==> src/rtl/gpr_wb_pkg.sv <==
// rtl/gpr_wb_pkg.sv - shared types and width helpers for the GPR writeback arbiter
//   commit_t : packed commit beat {wis, tmask, pc, wb, rd, sop, eop, data} at default widths
//   CDATAW   : packed width of commit_t
//   state_e  : arbiter FSM state {IDLE, LOCKED}
//   idx_w()  : source index width (never below 1)
//   cdata_w(): packed commit beat width for arbitrary parameters
package gpr_wb_pkg;

  localparam int DEF_NUM_SRCS    = 4;
  localparam int DEF_NUM_THREADS = 4;
  localparam int DEF_XLEN        = 32;
  localparam int DEF_NR_BITS     = 6;
  localparam int DEF_PC_BITS     = 32;
  localparam int DEF_WIS_W       = 2;

  typedef struct packed {
    logic [DEF_WIS_W-1:0]                      wis;
    logic [DEF_NUM_THREADS-1:0]                tmask;
    logic [DEF_PC_BITS-1:0]                    pc;
    logic                                      wb;
    logic [DEF_NR_BITS-1:0]                    rd;
    logic                                      sop;
    logic                                      eop;
    logic [DEF_NUM_THREADS-1:0][DEF_XLEN-1:0]  data;
  } commit_t;

  localparam int CDATAW = $bits(commit_t);

  typedef enum logic {
    IDLE   = 1'b0,
    LOCKED = 1'b1
  } state_e;

  function automatic int idx_w(input int n);
    return (n > 1) ? $clog2(n) : 1;
  endfunction

  function automatic int cdata_w(input int nt, input int xlen, input int nr,
                                 input int pcb, input int wisw);
    return wisw + nt + pcb + 1 + nr + 2 + nt * xlen;
  endfunction

endpackage

==> src/rtl/gpr_wb_rr_arbiter.sv <==
// rtl/gpr_wb_rr_arbiter.sv - round-robin grant selection with packet lock override
//   i_valid     : per-source beat valid
//   i_lock      : 1 while a multi-beat packet owns the output
//   i_lock_id   : owning source while locked
//   i_rr_ptr    : first source to consider when not locked
//   o_grant     : one-hot grant (all-0 when nothing eligible)
//   o_grant_idx : index of the granted source
module gpr_wb_rr_arbiter #(
  parameter int NUM_SRCS = 4,
  parameter int IDXW     = 2
) (
  input  logic [NUM_SRCS-1:0] i_valid,
  input  logic                i_lock,
  input  logic [IDXW-1:0]     i_lock_id,
  input  logic [IDXW-1:0]     i_rr_ptr,
  output logic [NUM_SRCS-1:0] o_grant,
  output logic [IDXW-1:0]     o_grant_idx
);

  logic            w_found;
  logic [IDXW-1:0] w_idx;

  always_comb begin
    o_grant     = '0;
    o_grant_idx = '0;
    w_found     = 1'b0;
    w_idx       = '0;
    if (i_lock) begin
      // The packet owner keeps the grant even when it has no beat this cycle,
      // so a bubble never lets another source slip into the middle of a packet.
      o_grant[i_lock_id] = 1'b1;
      o_grant_idx        = i_lock_id;
    end else begin
      for (int k = 0; k < NUM_SRCS; k++) begin
        w_idx = IDXW'((int'(i_rr_ptr) + k) % NUM_SRCS);
        if (!w_found && i_valid[w_idx]) begin
          w_found        = 1'b1;
          o_grant[w_idx] = 1'b1;
          o_grant_idx    = w_idx;
        end
      end
    end
  end

endmodule

==> src/rtl/gpr_wb_arbiter.sv <==
// rtl/gpr_wb_arbiter.sv - merges NUM_SRCS commit streams into one registered GPR writeback stream
//   clk, reset        : clock, synchronous active-low reset
//   commit_valid/data : per-source commit beats (packed commit layout, see gpr_wb_pkg)
//   commit_ready      : per-source accept, combinational
//   wb_*              : registered writeback beat, valid-only
//   perf_*            : beat / stall counters, live only with GPR_WB_ARB_PERF_EN defined
module gpr_wb_arbiter
  import gpr_wb_pkg::*;
#(
  parameter  int NUM_SRCS    = 4,
  parameter  int NUM_THREADS = 4,
  parameter  int XLEN        = 32,
  parameter  int NR_BITS     = 6,
  parameter  int PC_BITS     = 32,
  parameter  int WIS_W       = 2,
  localparam int CW          = cdata_w(NUM_THREADS, XLEN, NR_BITS, PC_BITS, WIS_W),
  localparam int IDXW        = idx_w(NUM_SRCS)
) (
  input  logic                        clk,
  input  logic                        reset,
  input  logic [NUM_SRCS-1:0]         commit_valid,
  input  logic [NUM_SRCS*CW-1:0]      commit_data,
  output logic [NUM_SRCS-1:0]         commit_ready,
  output logic                        wb_valid,
  output logic [WIS_W-1:0]            wb_wis,
  output logic [NUM_THREADS-1:0]      wb_tmask,
  output logic [PC_BITS-1:0]          wb_pc,
  output logic [NR_BITS-1:0]          wb_rd,
  output logic                        wb_sop,
  output logic                        wb_eop,
  output logic [NUM_THREADS*XLEN-1:0] wb_data,
  output logic [31:0]                 perf_wb_count,
  output logic [31:0]                 perf_stall_count
);

  // Field offsets inside one packed commit beat (data occupies the low bits).
  localparam int DW     = NUM_THREADS * XLEN;
  localparam int EOP_B  = DW;
  localparam int SOP_B  = DW + 1;
  localparam int RD_LO  = DW + 2;
  localparam int WB_B   = RD_LO + NR_BITS;
  localparam int PC_LO  = WB_B + 1;
  localparam int TM_LO  = PC_LO + PC_BITS;
  localparam int WIS_LO = TM_LO + NUM_THREADS;

  state_e          r_state;
  logic [IDXW-1:0] r_rr_ptr;
  logic [IDXW-1:0] r_lock_id;

  logic                   w_locked;
  logic [NUM_SRCS-1:0]    w_grant;
  logic [IDXW-1:0]        w_gidx;
  logic [CW-1:0]          w_sel;
  logic                   w_xfer;
  logic                   w_emit;
  logic                   w_eop;
  logic                   w_sop;
  logic                   w_wb;
  logic [NR_BITS-1:0]     w_rd;
  logic [PC_BITS-1:0]     w_pc;
  logic [NUM_THREADS-1:0] w_tmask;
  logic [WIS_W-1:0]       w_wis;

  assign w_locked = (r_state == LOCKED);

  gpr_wb_rr_arbiter #(
    .NUM_SRCS (NUM_SRCS),
    .IDXW     (IDXW)
  ) u_rr_arb (
    .i_valid     (commit_valid),
    .i_lock      (w_locked),
    .i_lock_id   (r_lock_id),
    .i_rr_ptr    (r_rr_ptr),
    .o_grant     (w_grant),
    .o_grant_idx (w_gidx)
  );

  assign commit_ready = reset ? w_grant : '0;

  assign w_sel   = commit_data[int'(w_gidx)*CW +: CW];
  assign w_eop   = w_sel[EOP_B];
  assign w_sop   = w_sel[SOP_B];
  assign w_rd    = w_sel[RD_LO +: NR_BITS];
  assign w_wb    = w_sel[WB_B];
  assign w_pc    = w_sel[PC_LO +: PC_BITS];
  assign w_tmask = w_sel[TM_LO +: NUM_THREADS];
  assign w_wis   = w_sel[WIS_LO +: WIS_W];

  assign w_xfer = |(commit_valid & commit_ready);
  // Non-writing beats are still consumed so that packet framing advances.
  assign w_emit = w_xfer & w_wb & (|w_tmask);

  always_ff @(posedge clk) begin
    if (!reset) begin
      r_state   <= IDLE;
      r_rr_ptr  <= '0;
      r_lock_id <= '0;
      wb_valid  <= 1'b0;
      wb_wis    <= '0;
      wb_tmask  <= '0;
      wb_pc     <= '0;
      wb_rd     <= '0;
      wb_sop    <= 1'b0;
      wb_eop    <= 1'b0;
      wb_data   <= '0;
    end else begin
      wb_valid <= w_emit;
      if (w_emit) begin
        wb_wis   <= w_wis;
        wb_tmask <= w_tmask;
        wb_pc    <= w_pc;
        wb_rd    <= w_rd;
        wb_sop   <= w_sop;
        wb_eop   <= w_eop;
        wb_data  <= w_sel[DW-1:0];
      end
      if (w_xfer) begin
        if (w_eop) begin
          r_state  <= IDLE;
          r_rr_ptr <= (w_gidx == IDXW'(NUM_SRCS - 1)) ? '0 : w_gidx + IDXW'(1);
        end else begin
          r_state   <= LOCKED;
          r_lock_id <= w_gidx;
        end
      end
    end
  end

`ifdef GPR_WB_ARB_PERF_EN
  logic [31:0] r_perf_wb;
  logic [31:0] r_perf_stall;

  always_ff @(posedge clk) begin
    if (!reset) begin
      r_perf_wb    <= '0;
      r_perf_stall <= '0;
    end else begin
      if (wb_valid) begin
        r_perf_wb <= r_perf_wb + 32'd1;
      end
      if (|(commit_valid & ~commit_ready)) begin
        r_perf_stall <= r_perf_stall + 32'd1;
      end
    end
  end

  assign perf_wb_count    = r_perf_wb;
  assign perf_stall_count = r_perf_stall;
`else
  assign perf_wb_count    = '0;
  assign perf_stall_count = '0;
`endif

`ifndef SYNTHESIS
  a_no_sop_while_locked : assert property (@(posedge clk) disable iff (!reset)
    !(w_locked && w_xfer && w_sop));

  for (genvar s = 0; s < NUM_SRCS; s++) begin : g_hold_chk
    a_hold_while_stalled : assert property (@(posedge clk) disable iff (!reset)
      (commit_valid[s] && !commit_ready[s]) |=>
      (!commit_valid[s] || (commit_data[s*CW +: CW] == $past(commit_data[s*CW +: CW]))));
  end
`endif

endmodule

==> config.mk <==
export PLATFORM = sky130hd
export DESIGN_NAME = gpr_wb_arbiter
export DESIGN_NICKNAME = d
export VERILOG_FILES = /design/src/rtl/gpr_wb_pkg.sv /design/src/rtl/gpr_wb_rr_arbiter.sv /design/src/rtl/gpr_wb_arbiter.sv
export SDC_FILE = /design/constraint.sdc
export NUM_CORES = 1
export LEC_CHECK = 0
export ABC_AREA = 1
export CORE_AREA = 8 8 364 366
export CTS_CLUSTER_DIAMETER = 80
export CTS_CLUSTER_SIZE = 12
export DETAILED_ROUTE_END_ITERATION = 12
export DIE_AREA = 0 0 372 374
export DONT_BUFFER_PORTS = 1
export PLACE_DENSITY = 0.3
export SLEW_MARGIN = 20
export SYNTH_ARGS = -nofsm -noshare
export SYNTH_HDL_FRONTEND = slang
export SYNTH_HIERARCHICAL = 1
export SYNTH_SLANG_ARGS = --single-unit
==> constraint.sdc <==
create_clock -name clk -period 5.61 [get_ports clk]
set_input_delay 0 -clock clk [delete_from_list [all_inputs] [get_ports clk]]
set_output_delay 0 -clock clk [all_outputs]
set_load 0.01 [all_outputs]
==> out/metrics.cfg, run 1 <==
[global_routing]
overflow=0
antenna_found_initial=35
grt_usage_pct=13.7
grt_pass1_wl_um=134000
first_global_vias=16400
grt_max_degree=178

[synth]
ys_warn_count=6
synth-edff-count=0
synthTopCellsByArea=dfxtp_1, nor2_1, o21ai_0
synth_mux_area_share_pct=0
yosys.area_share.adder_pct=0.568
async_reset_ff_share_pct=0
yosys.area_share.simple_pct=34.2
synth_compound_area_share_pct=21.7
synth_top_area_cell=dfxtp_1
netlist_area_um2=13200
synth.avg_cell_area_um2=5.69
ys_seq_area_share_pct=27.3
synthFlopType=dfxtp_1
synth.most_common_cell=nor2_1
synth.top_cells.by_count=nor2_1, nand2_1, o21ai_0, inv_1, dfxtp_1
synth_xor_area_share_pct=0
post_synth_num_cell_types=31
synth_top_area_share_pct=27.3
syn_inst=2325
synth_top_family_by_area=simple AND/OR/NAND/NOR gates
yosys_register_bits=180

[clock_network]
post_cts_resized=0
clk_pin_slew_ns=0.08
cts_buffers=17
root_buffer=clkbuf_16
clk_latency_ns=0.53
htree_num_levels=4
cts_buffer_depth=2
clock-sinks=180
cts_tree=yes

[pwr]
finalPower_mw=18.3
ir_drop_uv=486
p_per_area_nw_per_um2=983
p_leak_nw=7.65

[route]
drt-initial-drc-count=799
firstDrtPassIters=5
wl_per_cell_um=23.8
viasPerCell=3.80
wirelength_um=101000
drc=0
vias=16100
antenna_left=0

[sta]
period_share_pct=89.1
tightest_slew_ns=1.03
timing.fmax_mhz=200
finalMaxSlewViolations=0
final_hold_viol_count=0
rsz0062_at_grt=false
skew_ns=0.0118
fin_crit_ns=5.00
tns_ns=0
relSlewSlack_pct=30.5
setup_viol=0

[cells_and_area]
finalNetCount=3253
multiInputGateArea_um2=7730
nFillCells=15000
drive_gt1_share_pct=3.29
synthToLayoutAreaGrowth_pct=40.9
seqCellArea_um2=3600

[worst_setup_path]
cp.arrival_ns=5.46
reg2reg_slack_ns=0.61
r2r_cells=19
crit_type=reg2reg
worstPathMaxFanout=71
required_ns=6.07
r2r_end=wb_data[58]
worstReg2RegStart=r_rr_ptr[1]
start_kind=flop
cp-startpoint=r_rr_ptr[1]
crit_end=wb_data[58]
cp-end-kind=flop

[placement]
gp_congestion=0.817
port_buffers=0
hpwl_um=82700

[floorplanning]
rows=131
dieArea_um2=139000
io_pins=949
die_height_um=374
core_um2=127000
die_x_um=372
start_util_pct=10.4

[run]
drv_cap=0

[status]
status=completed

[worst_hold_path]
hold_path_class=in2reg

[area by class of cell]
cell class                 instances  area share, %
antenna                           16          0.215
timing repair buffer             371           20.3
clock inverter                    14          0.927
sequential                       180           19.3
tap                             1662           11.2
clock buffer                      18           2.36
multi-input combinational       1765           41.5
inverter                         206           4.26
[power by group]
part           total, mW  switching, mW  internal (mW)
Sequential          2.84           1.01           1.83
Clock               1.38          0.694          0.690
Combinational       14.1           8.64           5.44
Total               18.3           10.3           7.97
[cells by family (layout without fill, tap and decap cells)]
group | Yosys count | count (layout)
DFF | 180 | 180
AOI/OAI and AO/OA | 528 | 528
buffers and inverters | 443 | 609
other | 1 | 80
and+or+nand+nor | 1167 | 1167
adders and majority gates | 6 | 6
[critical path, stage by stage (launching register included)]
cell           delay (ns)
dfxtp_1              0.48
inv_2                0.12
ha_1                 0.37
inv_1                0.08
nand3_1              0.09
nand2_1              0.10
nor2_2               0.22
nor2_1               0.06
nand2_1              0.07
nand3_1              0.11
o21ai_4              0.21
buf_4                0.52
buf_4                0.66
o21ai_0              0.58
o22ai_1              0.32
dlygate4sd3_1        0.58
inv_1                0.04
nand2_1              0.05
nand2_1              0.04
nor2_1               0.10
[what timing repair did]
item / 4_1_cts / 5_1_grt
hold endpoints to repair: 179 / 0
setup endpoints to repair: 0 / 0
setup buffers: 0 / 0
hold buffers: 343 / 0
[stage by stage]
step	worst slack, ns	area [µm²]	hold WS (ns)	util, %	std cells
finish	0.612	18600	0.0251	14.7	4232
global route	0.349	18600	0.0249	14.7	4224
CTS	0.683	18600	0.000474	14.7	4216
detailed placement	1.24	14500	0.152	11.5	3841
global placement	1.25	14500	0.146	11.5	3841
floorplan	2.73	13500	0.299	-	2388
[registers in the layout, summed over array words and instances (netlist names)]
signal / count
wb_data: 128
wb_sop: 1
wb_tmask: 4
r_lock_id: 2
wb_valid: 1
wb_pc: 32
wb_wis: 2
r_state: 1
r_rr_ptr: 2
wb_rd: 6
wb_eop: 1
[cells in the final DEF (no fill, tap or decap), drive strengths merged, types with 2 or more instances in the layout]
master	instances
nor2	695
nand2	426
o21ai	346
dlygate4sd3	342
inv	216
dfxtp	180
o22ai	169
conb	64
nand3	44
buf	29
clkbuf	18
diode	16
a21oi	7
ha	6
a21boi	4
bufinv	2
clkinv	2
[worst min-delay path by stage]
stage / cells after the start / end / start / slack, ns
after floorplan: 4 / wb_tmask[1] / commit_data[170] / 0.30
after global placement: 2 / commit_ready[0] / reset / 0.15
after detailed placement: 2 / commit_ready[0] / reset / 0.15
after CTS: 6 / wb_data[120] / commit_data[645] / 0.0005
after global routing: 3 / wb_pc[16] / reset / 0.02
final: 3 / wb_pc[16] / reset / 0.03
[metal layers]
metal	up-vias	wire length [µm]	GRT usage (%)
li1	7706	-	-
met1	7575	42800	16.7
met2	707	48800	23.3
met3	79	7180	3.63
met4	8	1860	4.36
met5	-	52	0
Note: power is estimated with default switching activity, not from simulation.
==> inputs of run 2 (changes only) <==
--- a/config.mk
+++ b/config.mk
@@ -5,12 +5,12 @@
 export SDC_FILE = /design/constraint.sdc
 export NUM_CORES = 1
 export LEC_CHECK = 0
-export ABC_AREA = 1
-export CORE_AREA = 8 8 364 366
+export ABC_AREA = 0
+export CORE_AREA = 8 8 363 365
 export CTS_CLUSTER_DIAMETER = 80
 export CTS_CLUSTER_SIZE = 12
 export DETAILED_ROUTE_END_ITERATION = 12
-export DIE_AREA = 0 0 372 374
+export DIE_AREA = 0 0 371 373
 export DONT_BUFFER_PORTS = 1
 export PLACE_DENSITY = 0.3
 export SLEW_MARGIN = 20
==> constraint.sdc (replaced) <==
create_clock -name clk -period 5.61 [get_ports clk]
set_input_delay 0.561 -clock clk [delete_from_list [all_inputs] [get_ports clk]]
set_output_delay 0.561 -clock clk [all_outputs]
set_load 0.01 [all_outputs]
==> out/metrics.cfg, run 2 <==
[status]
status=completed

[pwr]
ir_drop_uv=589  ; +21%
p_per_area_nw_per_um2=714  ; -27%
p_leak_nw=3.96  ; -48%

[synth]
yosys.area_share.adder_pct=0.642  ; +0.074 points
syn_inst=1145  ; -51%
yosys.area_share.simple_pct=14.2  ; -20 points
async_reset_ff_share_pct=0  ; unchanged
synth_top_family_by_area=multiplexers
synth_compound_area_share_pct=9.70  ; -12 points
netlist_area_um2=11700  ; -12%
synth-edff-count=0  ; unchanged
ys_seq_area_share_pct=30.8  ; +3.6 points
synth_top_area_share_pct=34.5  ; +7.2 points
post_synth_num_cell_types=39  ; +26%
synth.top_cells.by_count=nand2_1, dfxtp_1, mux4_2, nand3_1, o21ai_1
ys_warn_count=6  ; unchanged
yosys_register_bits=180  ; unchanged
synth.most_common_cell=nand2_1
synth_xor_area_share_pct=0  ; unchanged
synthTopCellsByArea=mux4_2, dfxtp_1, nand3_1
synth.avg_cell_area_um2=10.2  ; +80%
synthFlopType=dfxtp_1
synth_top_area_cell=mux4_2
synth_mux_area_share_pct=34.8  ; +35 points

[placement]
place_inst=2704  ; -30%
port_buffers=0  ; unchanged
gp_congestion=0.904  ; +11%
hpwl_um=81100  ; -1.9%

[clock_network]
cts_tree=yes
postCtsHoldBufs=0  ; -100%
clk_latency_ns=0.53  ; about the same
htree_num_levels=4  ; unchanged
cts_buffers=17  ; unchanged
cts_buffer_depth=2  ; unchanged
postCtsSetupRepairBufs=0  ; unchanged
post_cts_resized=0  ; unchanged
clock-sinks=180  ; unchanged
root_buffer=clkbuf_16
clk_pin_slew_ns=0.09  ; about the same

[sta]
rsz0062_at_grt=false
period_share_pct=79.2  ; -9.9 points
fin_crit_ns=4.44  ; -0.556 ns
finalMaxSlewViolations=0  ; unchanged
skew_ns=0.0182  ; +0.00638 ns
relSlewSlack_pct=30.5  ; about the same
tns_ns=0  ; unchanged
tightest_slew_ns=1.04  ; +0.0112 ns
final_hold_viol_count=0  ; unchanged
setup_viol=0  ; unchanged
timing.fmax_mhz=225  ; +13%

[global_routing]
grt_max_degree=183  ; +2.8%
antenna_found_initial=117  ; +230%
grt_usage_pct=13.1  ; -0.58 points
overflow=0  ; unchanged
grt_pass1_wl_um=118000  ; -12%
first_global_vias=9963  ; -39%

[worst_hold_path]
hold_path_class=in2reg

[worst_setup_path]
worstReg2RegStart=r_rr_ptr[0]
cp-startpoint=r_rr_ptr[0]
crit_buf_inv=3  ; -3
max_stage_delay_ns=0.73  ; +0.07 ns
cp_num_cells=11  ; -8
r2r_end=wb_data[71]
r2r_cells=11  ; -8
path_cells=inv_1, ha_1, mux4_2, nand2b_4, a221oi_2, a221o_4, buf_4, buf_4, mux4_2, nand3_1, o21ai_1
reg2reg_slack_ns=1.17  ; +0.56 ns
required_ns=5.99  ; -0.08 ns
crit_type=reg2reg
cp-end-kind=flop
start_kind=flop
worst_path_max_delay_cell=buf_4
cp.arrival_ns=4.82  ; -0.64 ns
worstPathMaxFanout=65  ; -8.5%
crit_end=wb_data[71]
crit_family=buffers and inverters

[cells_and_area]
drive_gt1_share_pct=22.3  ; +19 points
finalNetCount=1773  ; -45%
mostFrequentLayoutCells=nand2_1, dfxtp_1, mux4_2, nand3_1, o21ai_1
largest_registers=wb_data: 128 flops, wb_pc: 32 flops, wb_rd: 6 flops
multiInputGateArea_um2=7220  ; -6.6%
fin_cells=2767  ; -35%
mostFrequentLayoutCell=nand2_1
regMostFlops=wb_data
nFillCells=14300  ; -4.5%
largest_reg_flops=128  ; unchanged
seqCellArea_um2=3600  ; unchanged
synthToLayoutAreaGrowth_pct=18.1

[route]
wl_per_cell_um=34.4  ; +45%
vias=10200  ; -37%
drc=0  ; unchanged
drt-initial-drc-count=824  ; +3.1%
antenna_left=0  ; unchanged
viasPerCell=3.68  ; -3.2%
wirelength_um=95300  ; -5.3%
firstDrtPassIters=4  ; -1

[floorplanning]
start_util_pct=9.25  ; -1.2 points
rows=131  ; unchanged
io_pins=949  ; unchanged
die_height_um=373  ; -0.27%
die_x_um=371  ; -0.27%
dieArea_um2=138000  ; -0.54%
core_um2=126000  ; -0.26%

[run]
drv_cap=0  ; unchanged

run 2: changes by cell type after synthesis, sizes merged, moves of 19 or more:
cell | before | now
o22ai | 169 | 0
mux4 | 0 | 179
nand2 | 426 | 182
o21ai | 346 | 182
nand3 | 44 | 170
buf | 151 | 117
inv | 206 | 10
clkbuf | 86 | 67
nor2 | 695 | 6
run 2: stage by stage:
stage	utilization, %	setup slack, ns	power (mW)	hold WS (ns)	area, µm²
global placement	10.4	1.19	8.75	0.499	13100
global route	10.9	0.926	10.5	0.147	13800
finish	10.9	1.17	9.85	0.242	13800
detailed placement	10.4	1.21	8.75	0.496	13100
floorplan	-	1.80	6.62	0.473	11900
CTS	10.9	1.18	10.2	0.121	13700
run 2: cells by family (layout without fill, tap and decap cells):
logic type | after synthesis | after routing
AND/OR/NAND/NOR | 371 | 371
buffers and inverters | 194 | 60
multiplexers | 183 | 183
adder cells (fa/ha/maj) | 6 | 6
other | 1 | 95
AO/OA/AOI/OAI | 210 | 210
flip-flops | 180 | 180
run 2: power breakdown:
part | total, mW | leakage (nW) | internal (mW) | switching, mW
registers | 3.01 | 1.47 | 1.87 | 1.14
logic | 5.51 | 2.19 | 2.40 | 3.11
clock network | 1.34 | 0.294 | 0.612 | 0.726
run 2: worst min-delay path by stage:
| stage | startpoint | endpoint | slack [ns] | cells past startpoint |
|---|---|---|---|---|
| floorplan | wb_data[0] | wb_data[0] | 0.47 | 2 |
| detailed placement | wb_data[121] | wb_data[121] | 0.50 | 2 |
| CTS | reset | wb_pc[10] | 0.12 | 2 |
| global placement | wb_data[68] | wb_data[68] | 0.50 | 2 |
| global route | reset | wb_rd[1] | 0.15 | 2 |
| finish | reset | wb_tmask[3] | 0.24 | 2 |
run 2: cell type report:
| cell class | instances | area share, % |
|---|---|---|
| Antenna cell | 31 | 0.562 |
| Clock buffer | 18 | 3.18 |
| Clock inverter | 14 | 1.14 |
| Inverter | 10 | 0.272 |
| Multi-Input combinational cell | 834 | 52.3 |
| Sequential cell | 180 | 26.1 |
| Tap cell | 1662 | 15.1 |
| Timing Repair Buffer | 18 | 1.34 |
run 2: metal layers:
metal	track usage, %	wire (µm)	up-vias
met1	15.5	37700	5042
met2	21.0	44000	860
met4	3.22	2090	56
met3	6.68	11200	183
li1	-	-	4032
met5	0	334	-
run 2: worst register-to-register path, delay by kind of cell (launching register included):
family	cells	cell delay [ns]
buffers and inverters	3	1.32
muxes	2	1.15
AOI/OAI and AO/OA	3	0.70
adders and majority gates	1	0.41
DFF	1	0.37
and+or+nand+nor	2	0.36
==> inputs of run 3 (changes only) <==
==> constraint.sdc (replaced) <==
create_clock -name clk -period 4.4 [get_ports clk]
set_input_delay 0.44 -clock clk [delete_from_list [all_inputs] [get_ports clk]]
set_output_delay 0.44 -clock clk [all_outputs]
set_load 0.01 [all_outputs]
==> out/metrics.cfg, run 3 (synthesis gave the netlist of run 2 again) <==
[status]
status=completed

[worst_setup_path]
worstPathMaxFanout=117  ; +80%
cp.arrival_ns=4.66  ; -0.16 ns
worstReg2RegStart=r_rr_ptr[0]
required_ns=4.77  ; -1.22 ns
r2r_cells=11  ; unchanged
reg2reg_slack_ns=0.12  ; -1.05 ns
start_kind=flop
r2r_end=wb_data[79]
crit_type=reg2reg
cp-end-kind=flop

[global_routing]
antenna_found_initial=104  ; -11%
first_global_vias=9952  ; -0.11%
grt_use_met1_pct=15.6  ; +0.13 points
grt_pass1_wl_um=116000  ; -1.9%
overflow=0  ; unchanged
grt_use_met2_pct=20.3  ; -0.78 points
grt_most_used_layer=met2
grt_usage_pct=12.7  ; -0.35 points
grt_max_degree=183  ; unchanged
met3_usage_pct=5.72  ; -0.96 points

[cells_and_area]
largest_reg_flops=128  ; unchanged
finalNetCount=1778  ; +0.28%
nFillCells=14300  ; +0.20%
mostFrequentLayoutCells=nand2_1, dfxtp_1, mux4_2, nand3_1, o21ai_1
drive_gt1_share_pct=22.5  ; +0.12 points
largest_registers=wb_data: 128 flops, wb_pc: 32 flops, wb_rd: 6 flops
fin_area_um2=13900  ; +0.45%
regMostFlops=wb_data
mostFrequentLayoutCell=nand2_1
synthToLayoutAreaGrowth_pct=18.6

[route]
drc=0  ; unchanged
drt-initial-drc-count=940  ; +14%
wirelength_um=92900  ; -2.5%
vias=10200  ; -0.18%
firstDrtPassIters=5  ; +1
antenna_left=0  ; unchanged
wl_per_cell_um=33.4  ; -3.0%
viasPerCell=3.65  ; -0.68%

[pwr]
p_leak_nw=3.97  ; +0.22%
p_per_area_nw_per_um2=911  ; +28%
ir_drop_uv=526  ; -11%

[sta]
timing.hold.ws_ns=0.130  ; -0.113 ns
setup_viol=0  ; unchanged
tightest_slew_ns=0.991  ; -0.0513 ns
relSlewSlack_pct=33.9  ; +3.4 points
rsz0062_at_grt=false
finalMaxSlewViolations=0  ; unchanged
tns_ns=0  ; unchanged
timing.fmax_mhz=233  ; +3.7%
setup_slack_ns=0.116  ; -1.05 ns
fin_crit_ns=4.28  ; -0.157 ns
skew_ns=0.0163  ; -0.00190 ns
final_hold_viol_count=0  ; unchanged
period_share_pct=97.4  ; +18 points

[clock_network]
cts_tree=yes
clk_latency_ns=0.50  ; -0.03 ns
clk_pin_slew_ns=0.08  ; about the same
postCtsSetupRepairBufs=0  ; unchanged
cts_buffers=17  ; unchanged
clock-sinks=180  ; unchanged
postCtsHoldBufs=0  ; unchanged
htree_num_levels=4  ; unchanged
post_cts_resized=0  ; unchanged
cts_buffer_depth=2  ; unchanged
root_buffer=clkbuf_16

[floorplanning]
core_um2=126000  ; unchanged
rows=131  ; unchanged
die_height_um=373  ; unchanged
start_util_pct=9.25  ; unchanged
die_x_um=371  ; unchanged
io_pins=949  ; unchanged
dieArea_um2=138000  ; unchanged

[worst_hold_path]
min_from=reset
hold_path_class=in2reg
min_delay_path_depth=2  ; unchanged
holdPathEnd=wb_pc[11]

[placement]
dpl_cell_area_um2=13200  ; +0.48%
dp_slack_ns=0.293  ; -0.912 ns
gp_congestion=0.907  ; +0.37%
port_buffers=0  ; unchanged
hpwl_um=80300  ; -1.0%

[run]
drv_cap=0  ; unchanged

## run 3: cell count changes in the layout (fill, tap and decap cells not counted), sizes merged, moves of 2 or more
cell,delta
inv,-7
clkinvlp,+3
clkinv,-2
clkbuf,+3
buf,+5
diode,+11
## run 3: area by class of cell
| class | count | area, µm² | area share, % |
|---|---|---|---|
| inverter | 10 | 37.5 | 0.271 |
| sequential | 180 | 3600 | 26.0 |
| antenna | 42 | 105 | 0.758 |
| multi-input combinational | 834 | 7220 | 52.1 |
| tap | 1662 | 2080 | 15.0 |
| clock inverter | 9 | 98.8 | 0.713 |
| clock buffer | 21 | 470 | 3.39 |
| timing repair buffer | 23 | 248 | 1.79 |
## run 3: worst max path at each step
stage / endpoint / start / slack (ns) / depth (start not counted)
2_1_floorplan: wb_data[100] / r_rr_ptr[0] / 0.59 / 15
3_3_place_gp: wb_data[127] / r_rr_ptr[0] / 0.28 / 11
3_5_place_dp: wb_data[75] / r_rr_ptr[0] / 0.29 / 11
4_1_cts: wb_data[75] / r_rr_ptr[0] / 0.24 / 11
5_1_grt: wb_data[2] / r_rr_ptr[0] / 0.03 / 12
6_report: wb_data[79] / r_rr_ptr[0] / 0.12 / 11
## run 3: critical path: stages (launching register included)
cell and delay (ns):
dfxtp_1 0.37, buf_4 0.22, mux4_2 0.61, nor2_1 0.14, o221ai_1 0.16, a31oi_4 0.39
buf_4 0.21, mux4_2 0.51, or4_4 0.50, buf_12 0.20, nand3_1 0.37, o21ai_1 0.09
## run 3: power by group
group	internal (mW)	switching (mW)	total, mW
Clock	0.826	0.790	1.62
Sequential	2.39	1.29	3.68
Combinational	3.13	4.20	7.33
Total	6.34	6.28	12.6
## run 3: per-layer routing
metal  wire length, µm  share of wire, %  vias up
met4              2030               2.2       40
met2             42400                46      794
met1             37900                41     5090
li1                  -                 -     4076
met3             10300                11      155
met5               253              0.27        -
## run 3: per-stage QoR
stage	utilization (%)	power (mW)	instances
global placement	10.4	11.3	2709
finish	11.0	12.6	2781
global route	10.9	13.5	2752
detailed placement	10.4	11.3	2709
floorplan	-	8.44	1208
CTS	10.9	13.1	2739
